===== config.mk =====
export PLATFORM = sky130hd
export DESIGN_NAME = harmonic_mix_sequencer
export DESIGN_NICKNAME = d
export VERILOG_FILES = /design/src/rtl/harmonic_mix_sequencer_pkg.sv /design/src/rtl/harmonic_mix_sequencer_sat_shift16.sv /design/src/rtl/harmonic_mix_sequencer.sv
export SDC_FILE = /design/constraint.sdc
export NUM_CORES = 1
export LEC_CHECK = 0
export CAP_MARGIN = 0
export CORE_MARGIN = 2
export CORE_UTILIZATION = 40
export CTS_BUF_LIST = sky130_fd_sc_hd__clkbuf_8
export CTS_CLUSTER_SIZE = 20
export DETAILED_ROUTE_END_ITERATION = 10
export PLACE_DENSITY_LB_ADDON = 0.2
export SLEW_MARGIN = 10
export SYNTH_ARGS = -nofsm -noshare
export SYNTH_HDL_FRONTEND = slang
export SYNTH_SLANG_ARGS = --single-unit

===== constraint.sdc =====
create_clock -name i_Clock -period 2.7 [get_ports i_Clock]
set_input_delay 0.405 -clock i_Clock [delete_from_list [all_inputs] [get_ports i_Clock]]
set_output_delay 0.405 -clock i_Clock [all_outputs]
set_load 0.03 [all_outputs]

===== src/rtl/harmonic_mix_sequencer_pkg.sv =====
// Shared widths, state encoding and saturation helper for the harmonic mix sequencer.
package harmonic_mix_sequencer_pkg;

  localparam int unsigned SAMPLE_W     = 16;
  localparam int unsigned ACC_W        = 32;
  // Level is a fraction of 2^DIVISOR_BITS; the adder divides each product by this.
  localparam int unsigned DIVISOR_BITS = 9;

  localparam logic signed [ACC_W-1:0] SatMax = 32'sd32767;
  localparam logic signed [ACC_W-1:0] SatMin = -32'sd32768;

  typedef enum logic [2:0] {
    StIdle   = 3'd0,
    StClear  = 3'd1,
    StFetch  = 3'd2,
    StStart  = 3'd3,
    StWait   = 3'd4,
    StOutput = 3'd5
  } state_e;

  // Clamp a full-width value into the signed 16-bit sample range.
  function automatic logic signed [SAMPLE_W-1:0] sat16(input logic signed [ACC_W-1:0] value);
    logic signed [SAMPLE_W-1:0] result;
    if (value > SatMax) begin
      result = 16'sh7fff;
    end else if (value < SatMin) begin
      result = 16'sh8000;
    end else begin
      result = value[SAMPLE_W-1:0];
    end
    return result;
  endfunction

endpackage


===== src/rtl/harmonic_mix_sequencer_sat_shift16.sv =====
// Arithmetic right shift of the accumulator followed by 16-bit saturation.
// Purely combinational; also used on the output filter path.
module harmonic_mix_sequencer_sat_shift16
  import harmonic_mix_sequencer_pkg::*;
#(
  parameter int unsigned OUT_SHIFT = 4
) (
  input  logic signed [ACC_W-1:0]    acc_i,
  output logic signed [SAMPLE_W-1:0] sat_o
);

  logic signed [ACC_W-1:0] shifted;

  // Shift keeps the sign, then clamp into range.
  always_comb begin
    shifted = acc_i >>> OUT_SHIFT;
    sat_o   = sat16(shifted);
  end

endmodule


===== src/rtl/harmonic_mix_sequencer.sv =====
// Harmonic mix sequencer: per output tick, clears the scaled-sample adder, walks every
// harmonic through lookup and one multiply-accumulate, then emits a saturated mix sample.
module harmonic_mix_sequencer
  import harmonic_mix_sequencer_pkg::*;
#(
  parameter int unsigned HARMONICS = 32,
  parameter int unsigned HARM_BITS = 5,
  parameter int unsigned OUT_SHIFT = 4
) (
  input  logic                       i_Clock,
  input  logic                       i_Reset,
  input  logic                       i_Sample_Tick,
  output logic [HARM_BITS-1:0]       o_Harmonic,
  output logic                       o_Lookup_Req,
  input  logic                       i_Lookup_Valid,
  input  logic signed [SAMPLE_W-1:0] i_Sample,
  input  logic signed [SAMPLE_W-1:0] i_Level,
  output logic                       o_Add_Clear,
  output logic                       o_Add_Start,
  output logic signed [SAMPLE_W-1:0] o_Add_Multiple,
  output logic signed [SAMPLE_W-1:0] o_Add_Sample,
  input  logic                       i_Add_Done,
  input  logic signed [ACC_W-1:0]    i_Accumulator,
  output logic signed [SAMPLE_W-1:0] o_Mix,
  output logic                       o_Mix_Valid,
  output logic                       o_Busy,
  output logic                       o_Overrun
);

  localparam logic [HARM_BITS-1:0] LastHarm = HARM_BITS'(HARMONICS - 1);
  localparam logic [HARM_BITS-1:0] HarmOne  = HARM_BITS'(1);

  state_e                      state_q, state_d;
  logic [HARM_BITS-1:0]        harm_q, harm_d;
  // Marks the first cycle of FETCH (request cycle) and of WAIT (guard cycle).
  logic                        first_q, first_d;
  logic signed [SAMPLE_W-1:0]  mult_q, mult_d;
  logic signed [SAMPLE_W-1:0]  samp_q, samp_d;
  logic signed [SAMPLE_W-1:0]  mix_q, mix_d;
  logic                        mix_valid_q, mix_valid_d;
  logic                        busy_q, busy_d;
  logic                        overrun_q, overrun_d;
  logic                        advance;
  logic signed [SAMPLE_W-1:0]  sat_mix;

  harmonic_mix_sequencer_sat_shift16 #(
    .OUT_SHIFT (OUT_SHIFT)
  ) u_sat_shift16 (
    .acc_i (i_Accumulator),
    .sat_o (sat_mix)
  );

  // Next-state logic: sequencing, operand capture and mix update.
  always_comb begin
    state_d     = state_q;
    harm_d      = harm_q;
    first_d     = 1'b0;
    mult_d      = mult_q;
    samp_d      = samp_q;
    mix_d       = mix_q;
    mix_valid_d = 1'b0;
    busy_d      = busy_q;
    overrun_d   = overrun_q;
    advance     = 1'b0;

    // Ticks are only honoured in IDLE; anything else is a dropped request.
    if (i_Sample_Tick && (state_q != StIdle)) begin
      overrun_d = 1'b1;
    end

    unique case (state_q)
      StIdle: begin
        if (i_Sample_Tick) begin
          state_d = StClear;
          busy_d  = 1'b1;
          harm_d  = '0;
        end
      end
      StClear: begin
        state_d = StFetch;
        first_d = 1'b1;
      end
      StFetch: begin
        // Valid is not trusted in the request cycle itself.
        if (!first_q && i_Lookup_Valid) begin
          mult_d = i_Level;
          samp_d = i_Sample;
          if (i_Level == '0) begin
            advance = 1'b1;
          end else begin
            state_d = StStart;
          end
        end
      end
      StStart: begin
        state_d = StWait;
        first_d = 1'b1;
      end
      StWait: begin
        // Done is still stale from the previous transaction in the guard cycle.
        if (!first_q && i_Add_Done) begin
          advance = 1'b1;
        end
      end
      StOutput: begin
        mix_d       = sat_mix;
        mix_valid_d = 1'b1;
        busy_d      = 1'b0;
        state_d     = StIdle;
      end
      default: begin
        state_d = StIdle;
      end
    endcase

    // Shared move to the next harmonic or to the output stage; never wraps.
    if (advance) begin
      if (harm_q == LastHarm) begin
        state_d = StOutput;
      end else begin
        harm_d  = harm_q + HarmOne;
        state_d = StFetch;
        first_d = 1'b1;
      end
    end
  end

  // State and output registers with synchronous reset.
  always_ff @(posedge i_Clock) begin
    if (i_Reset) begin
      state_q     <= StIdle;
      harm_q      <= '0;
      first_q     <= 1'b0;
      mult_q      <= '0;
      samp_q      <= '0;
      mix_q       <= '0;
      mix_valid_q <= 1'b0;
      busy_q      <= 1'b0;
      overrun_q   <= 1'b0;
    end else begin
      state_q     <= state_d;
      harm_q      <= harm_d;
      first_q     <= first_d;
      mult_q      <= mult_d;
      samp_q      <= samp_d;
      mix_q       <= mix_d;
      mix_valid_q <= mix_valid_d;
      busy_q      <= busy_d;
      overrun_q   <= overrun_d;
    end
  end

  // Strobes decode from state; reset forces clear high and masks the rest.
  always_comb begin
    o_Add_Clear  = i_Reset || (state_q == StClear);
    o_Add_Start  = !i_Reset && (state_q == StStart);
    o_Lookup_Req = !i_Reset && (state_q == StFetch) && first_q;
  end

  assign o_Harmonic     = harm_q;
  assign o_Add_Multiple = mult_q;
  assign o_Add_Sample   = samp_q;
  assign o_Mix          = mix_q;
  assign o_Mix_Valid    = mix_valid_q;
  assign o_Busy         = busy_q;
  assign o_Overrun      = overrun_q;

endmodule


After elaboration in Yosys (flattened, before gate mapping)
Index checks and enable logic that the tools add are counted.
Word-level totals
  register bits: 60
  input port bits: 69
  word-level logic and storage cells: 62
Operators by class
  $add $sub $neg: 1
  magnitude comparators: 2
  equal/unequal tests: 11
  multiplexer cells: 22
  reduce and logical (&&, ||, !) cells: 17
Operators with widths (count)
  two-way mux 16 bit: 2
  greater-than comparator 28 x 16 -> 1 bit, second input constant: 1
  < comparator 28 x 16 -> 1 bit, second input constant: 1
  two-way mux 5 bit: 4
  zero test 16 bit: 1
  two-way mux 3 bit: 5
  case mux 3 bit (5 select lines): 1
  inequality test 3 bit, second input constant: 3
  two-way mux 1 bit: 8
  equality test 3 x 2 -> 1 bit, second input constant: 2
  equality test 3 bit, second input constant: 2
  logical AND 1 bit: 6
  adder 5 x 1 -> 5 bit, second input constant: 1
  equality test 5 bit, second input constant: 1
  inequality test 2 bit, second input constant: 2
  case mux 1 bit (2 select lines): 2
  AND reduction 2 bit: 2
  AND reduction 4 bit: 1
  equality test 3 x 1 -> 1 bit, second input constant: 1
  zero test 3 bit: 1
  nonzero test 3 bit: 1
  zero test 1 bit: 2
  nonzero test 2 bit: 1
  OR reduction 2 bit: 1
  logical OR 1 bit: 1

Longest topological paths before layout
  word-level depth: 6
  depth in mapped cells: 8
  depth with buffers taken out: 8

Hierarchy
Synthesis repeated with hierarchy kept, for this count alone.
Second synthesis, totals
  cell total of the unflattened synthesis: 309
  area total of the unflattened synthesis: 2466.1 sq um
Modules (own cells, without submodules)
  harmonic_mix_sequencer: times used 1, cells each 283, area an instance 2255.9 sq um, sequential area each 1201.2 sq um
  harmonic_mix_sequencer_sat_shift16: times used 1, cells each 26, area an instance 210.2 sq um, sequential area each 0.0 sq um

Worst setup path before layout
OpenSTA, ideal clock, no wires.
  path kind: register -> register
  start point: register harm_q[0] (netlist: o_Harmonic[0])
  end point: register harm_q[3] (netlist: o_Harmonic[3])
  setup time: 74 ps
  arrival time: 2072 ps
  required time: 2626 ps
  path slack: 554 ps
  cell stages (with the launch flop): 9
  path buffers: 0
  cell sequence: dfxtp_1 ha_1 and3_1 ha_1 nor3b_1 nand3_1 o31a_1 or3_1 a31oi_1
On the way
  longest elaborated chain between the ends: 3
Ends and longest elaborated chain
  start, declared: line harmonic_mix_sequencer.sv:34  | logic [HARM_BITS-1:0] harm_q, harm_d;
  start signal, assigned: line harmonic_mix_sequencer.sv:142  | harm_q <= harm_d;
  adder 5 x 1 -> 5 bit or equality test 5 bit (tied branches): line harmonic_mix_sequencer.sv:121, harmonic_mix_sequencer.sv:118
  two-way mux 5 bit (*): line harmonic_mix_sequencer.sv:118  | if (harm_q == LastHarm) begin
  two-way mux 5 bit (*): line harmonic_mix_sequencer.sv:117  | if (advance) begin
Every way passes the cells marked *; elsewhere a longest branch is shown, timed or not.
A chain may end at the register's enable or synchronous reset.

Final worst setup path
  start point: register state_q[1]
  end point: output port o_Add_Start
On the way
  longest elaborated chain between the ends: 2
Ends and longest elaborated chain
  start, declared: line harmonic_mix_sequencer.sv:33  | state_e state_q, state_d;
  start signal, assigned: line harmonic_mix_sequencer.sv:131  | state_q <= StIdle;
  start signal, assigned: line harmonic_mix_sequencer.sv:141  | state_q <= state_d;
  equality test 3 x 2 -> 1 bit: line harmonic_mix_sequencer.sv:156  | o_Add_Start = !i_Reset && (state_q == StStart);
  logical AND 1 bit: line harmonic_mix_sequencer.sv:156
  end, declared: line harmonic_mix_sequencer.sv:19  | output logic o_Add_Start,
Every way passes these cells.

==> results.toml <==
[clocking]
cts_sinks = 60
tritoncts = "built"
h-tree-depth = 3
postCtsSetupRepairBufs = 0
cts_root_buf = "clkbuf_8"
cts_made_buffers = 9
clk_latency_ps = 320
cts_buffer_depth = 2
hold_buffers = 0
cts.clk_slew.worst_paths_ps = 70
post_cts_resize_count = 0

[critical_path]
cp.arrival_ps = 1960
critPathLaunchType = "flip-flop"
cp-startpoint = "state_q[1]"
slowest_delay_ps = 700
critPathSlowestCell = "clkdlybuf4s50_1"
crit_required_ps = 2300
crit_fanout = 10
criticalPathCategory = "reg2out"
crit_chain = "inv_1 -> nor3_1 -> clkdlybuf4s50_1"
r2r_start = "o_Harmonic[0]"
end_kind = "output pin"

[logic_synthesis]
synth_top_family_by_area = "simple AND/OR/NAND/NOR gates"
synthXorXnorAreaFrac_pct = 0.366
syn-num-nets = 372
synth-main-ff-cell = "dfxtp_1"
yosys.area_share.simple_pct = 25.5
synth-seq-cells = 60
synth_edf_count = 0
synth_fa_ha_area_share_pct = 1.04
synthCells = 301
synth_compound_area_share_pct = 18.4
synth_cell_types = 34
synth-seq-area-share_pct = 50.1
ys_async_sr_fraction_pct = 0
syn_area_um2 = 2400
synth_area_per_cell_um2 = 7.96
synth_warnings = 0
synthMuxAreaShare_pct = 0.836

[power]
clock_power_share_pct = 32.9
p_int_w = 0.00171
finalPower_w = 0.00246
max-vdd-ir-drop_v = 0.000374
swShare_pct = 30.6
netSwitchingPower_w = 0.000752
seqPwrFrac_pct = 41.5
p_per_area_nw_per_um2 = 634
combPwrFrac_pct = 25.6
leakagePower_nw = 1.33

[die]
io_pins = 128
die_w_um = 81.4
initial_core_util_pct = 41.0
core_area_um2 = 5850
num_rows = 28
dieArea_um2 = 6630
die_h_um = 81.4

[sta]
drv_slew = 0
setup_viol = 0
tns_ps = 0
period_share_pct = 87.5
period_needed_ps = 2360
relSlewSlack_pct = 24.0
rsz0062_at_grt = "no"
worst-slew-pin-transition_ps = 1130
hold_viol = 0
clock_skew_ps = 6.87
fmax_mhz = 423

[placement]
placed_cells = 485
hpwl_um = 4750
portBuffers = 123
place.gp.congestion = 0.766

[global_routing]
grt_overflow = 0
grt_start_max_net_pins = 35
grt_pass1_vias = 2254
antenna_found_initial = 0
grt_first_pass_wirelength_um = 10200
grt_usage_pct = 19.8

[hold_path]
hp-start = "o_Mix[4]"
hold_path.class = "reg2reg"

[layout]
final_cells = 501
synthToLayoutAreaGrowth_pct = 62.0
nets = 492
finish.utilization_pct = 66.4
final_cell_mix = "clkdlybuf4s50_1 (122), nand2_1 (85), dfxtp_1 (60)"
drive_gt1_share_pct = 6.10
layout_commonest_cell = "clkdlybuf4s50_1"
final-seq-area_um2 = 1200
antenna_cells = 0
multi_input_area_um2 = 1110
fill_cells = 497

[drt]
drt_pass1_iterations = 4
ant_nets = 0
drtIter0Drc = 105
vias_per_cell = 5.05
wl_per_cell_um = 13.2
drc = 0
wl_um = 6630
via_count = 2532

[outcome]
status = "completed"

[run]
maxCapViolCount = 0
-- flip-flops by register name, indices dropped and copies added (netlist names) --
signal and count:
first_q 1, o_Add_Multiple 16, o_Add_Sample 16, o_Busy 1, o_Harmonic 5, o_Mix 16
o_Mix_Valid 1, o_Overrun 1, state_q 3
-- cell usage after synthesis (3+ instances only) --
library cell | number | area share [%]
nand4_1 | 4 | 1.0
nor4_1 | 7 | 1.8
or3_1 | 3 | 0.78
a31oi_1 | 3 | 0.78
clkbuf_1 | 16 | 2.5
dfxtp_1 | 60 | 50
nand2_1 | 85 | 13
o21ai_0 | 14 | 2.9
a21oi_1 | 56 | 12
nor2_1 | 7 | 1.1
nor3_1 | 4 | 0.84
nand3_1 | 10 | 2.1
-- power by group through the flow --
stage                     registers [W]  clock network (W)  logic, W
after floorplan                 0.00112                  0  0.000275
after CTS                       0.00102           0.000829  0.000632
after detailed placement        0.00104                  0  0.000630
after global placement          0.00104                  0  0.000625
final                           0.00102           0.000810  0.000629
after global routing            0.00104           0.000872  0.000680
-- per-stage QoR --
stage | worst slack, ps | area, µm² | hold WS (ps)
after CTS | 321 | 3880 | 453
after floorplan | 554 | 2400 | 541
after detailed placement | 273 | 3680 | 444
final | 338 | 3880 | 451
after global routing | 245 | 3880 | 467
after global placement | 317 | 3680 | 438
-- cell type report --
class / instances / area share (%)
multi-input combinational: 219 / 28.5
inverter: 2 / 0.193
clock inverter: 5 / 1.32
timing repair buffer: 129 / 32.7
clock buffer: 11 / 3.90
sequential: 60 / 30.9
tap: 75 / 2.42
-- worst paths after layout --
kind / end / slack [ps] / cells past startpoint
worst min register to register: o_Mix[4] / 450 / 2
worst max-delay path: o_Add_Start / 340 / 3
worst min-delay path: o_Mix[4] / 450 / 2
worst max register to register: o_Harmonic[3] / 480 / 8
-- cell families after synthesis --
family          count (synthesis)
xor+xnor                        1
flops                          60
buf+inv                        22
mux                             2
fa+ha+maj                       2
compound gates                 82
simple gates                  132
-- layer usage --
| metal | GRT usage [%] | up-vias | routed length [µm] |
|---|---|---|---|
| li1 | - | 1283 | - |
| met1 | 23.2 | 1140 | 2750 |
| met2 | 31.9 | 101 | 3030 |
| met3 | 8.33 | 8 | 765 |
| met4 | 7.80 | 0 | 81 |
| met5 | 0 | - | 0 |
-- worst max-delay path: cells and delay by family (launching register included) --
kind	cells	cell delay, ps
buffers and inverters	2	850
AND/OR/NAND/NOR	1	230
flip-flops	1	560
Note: power is estimated with default switching activity, not from simulation.
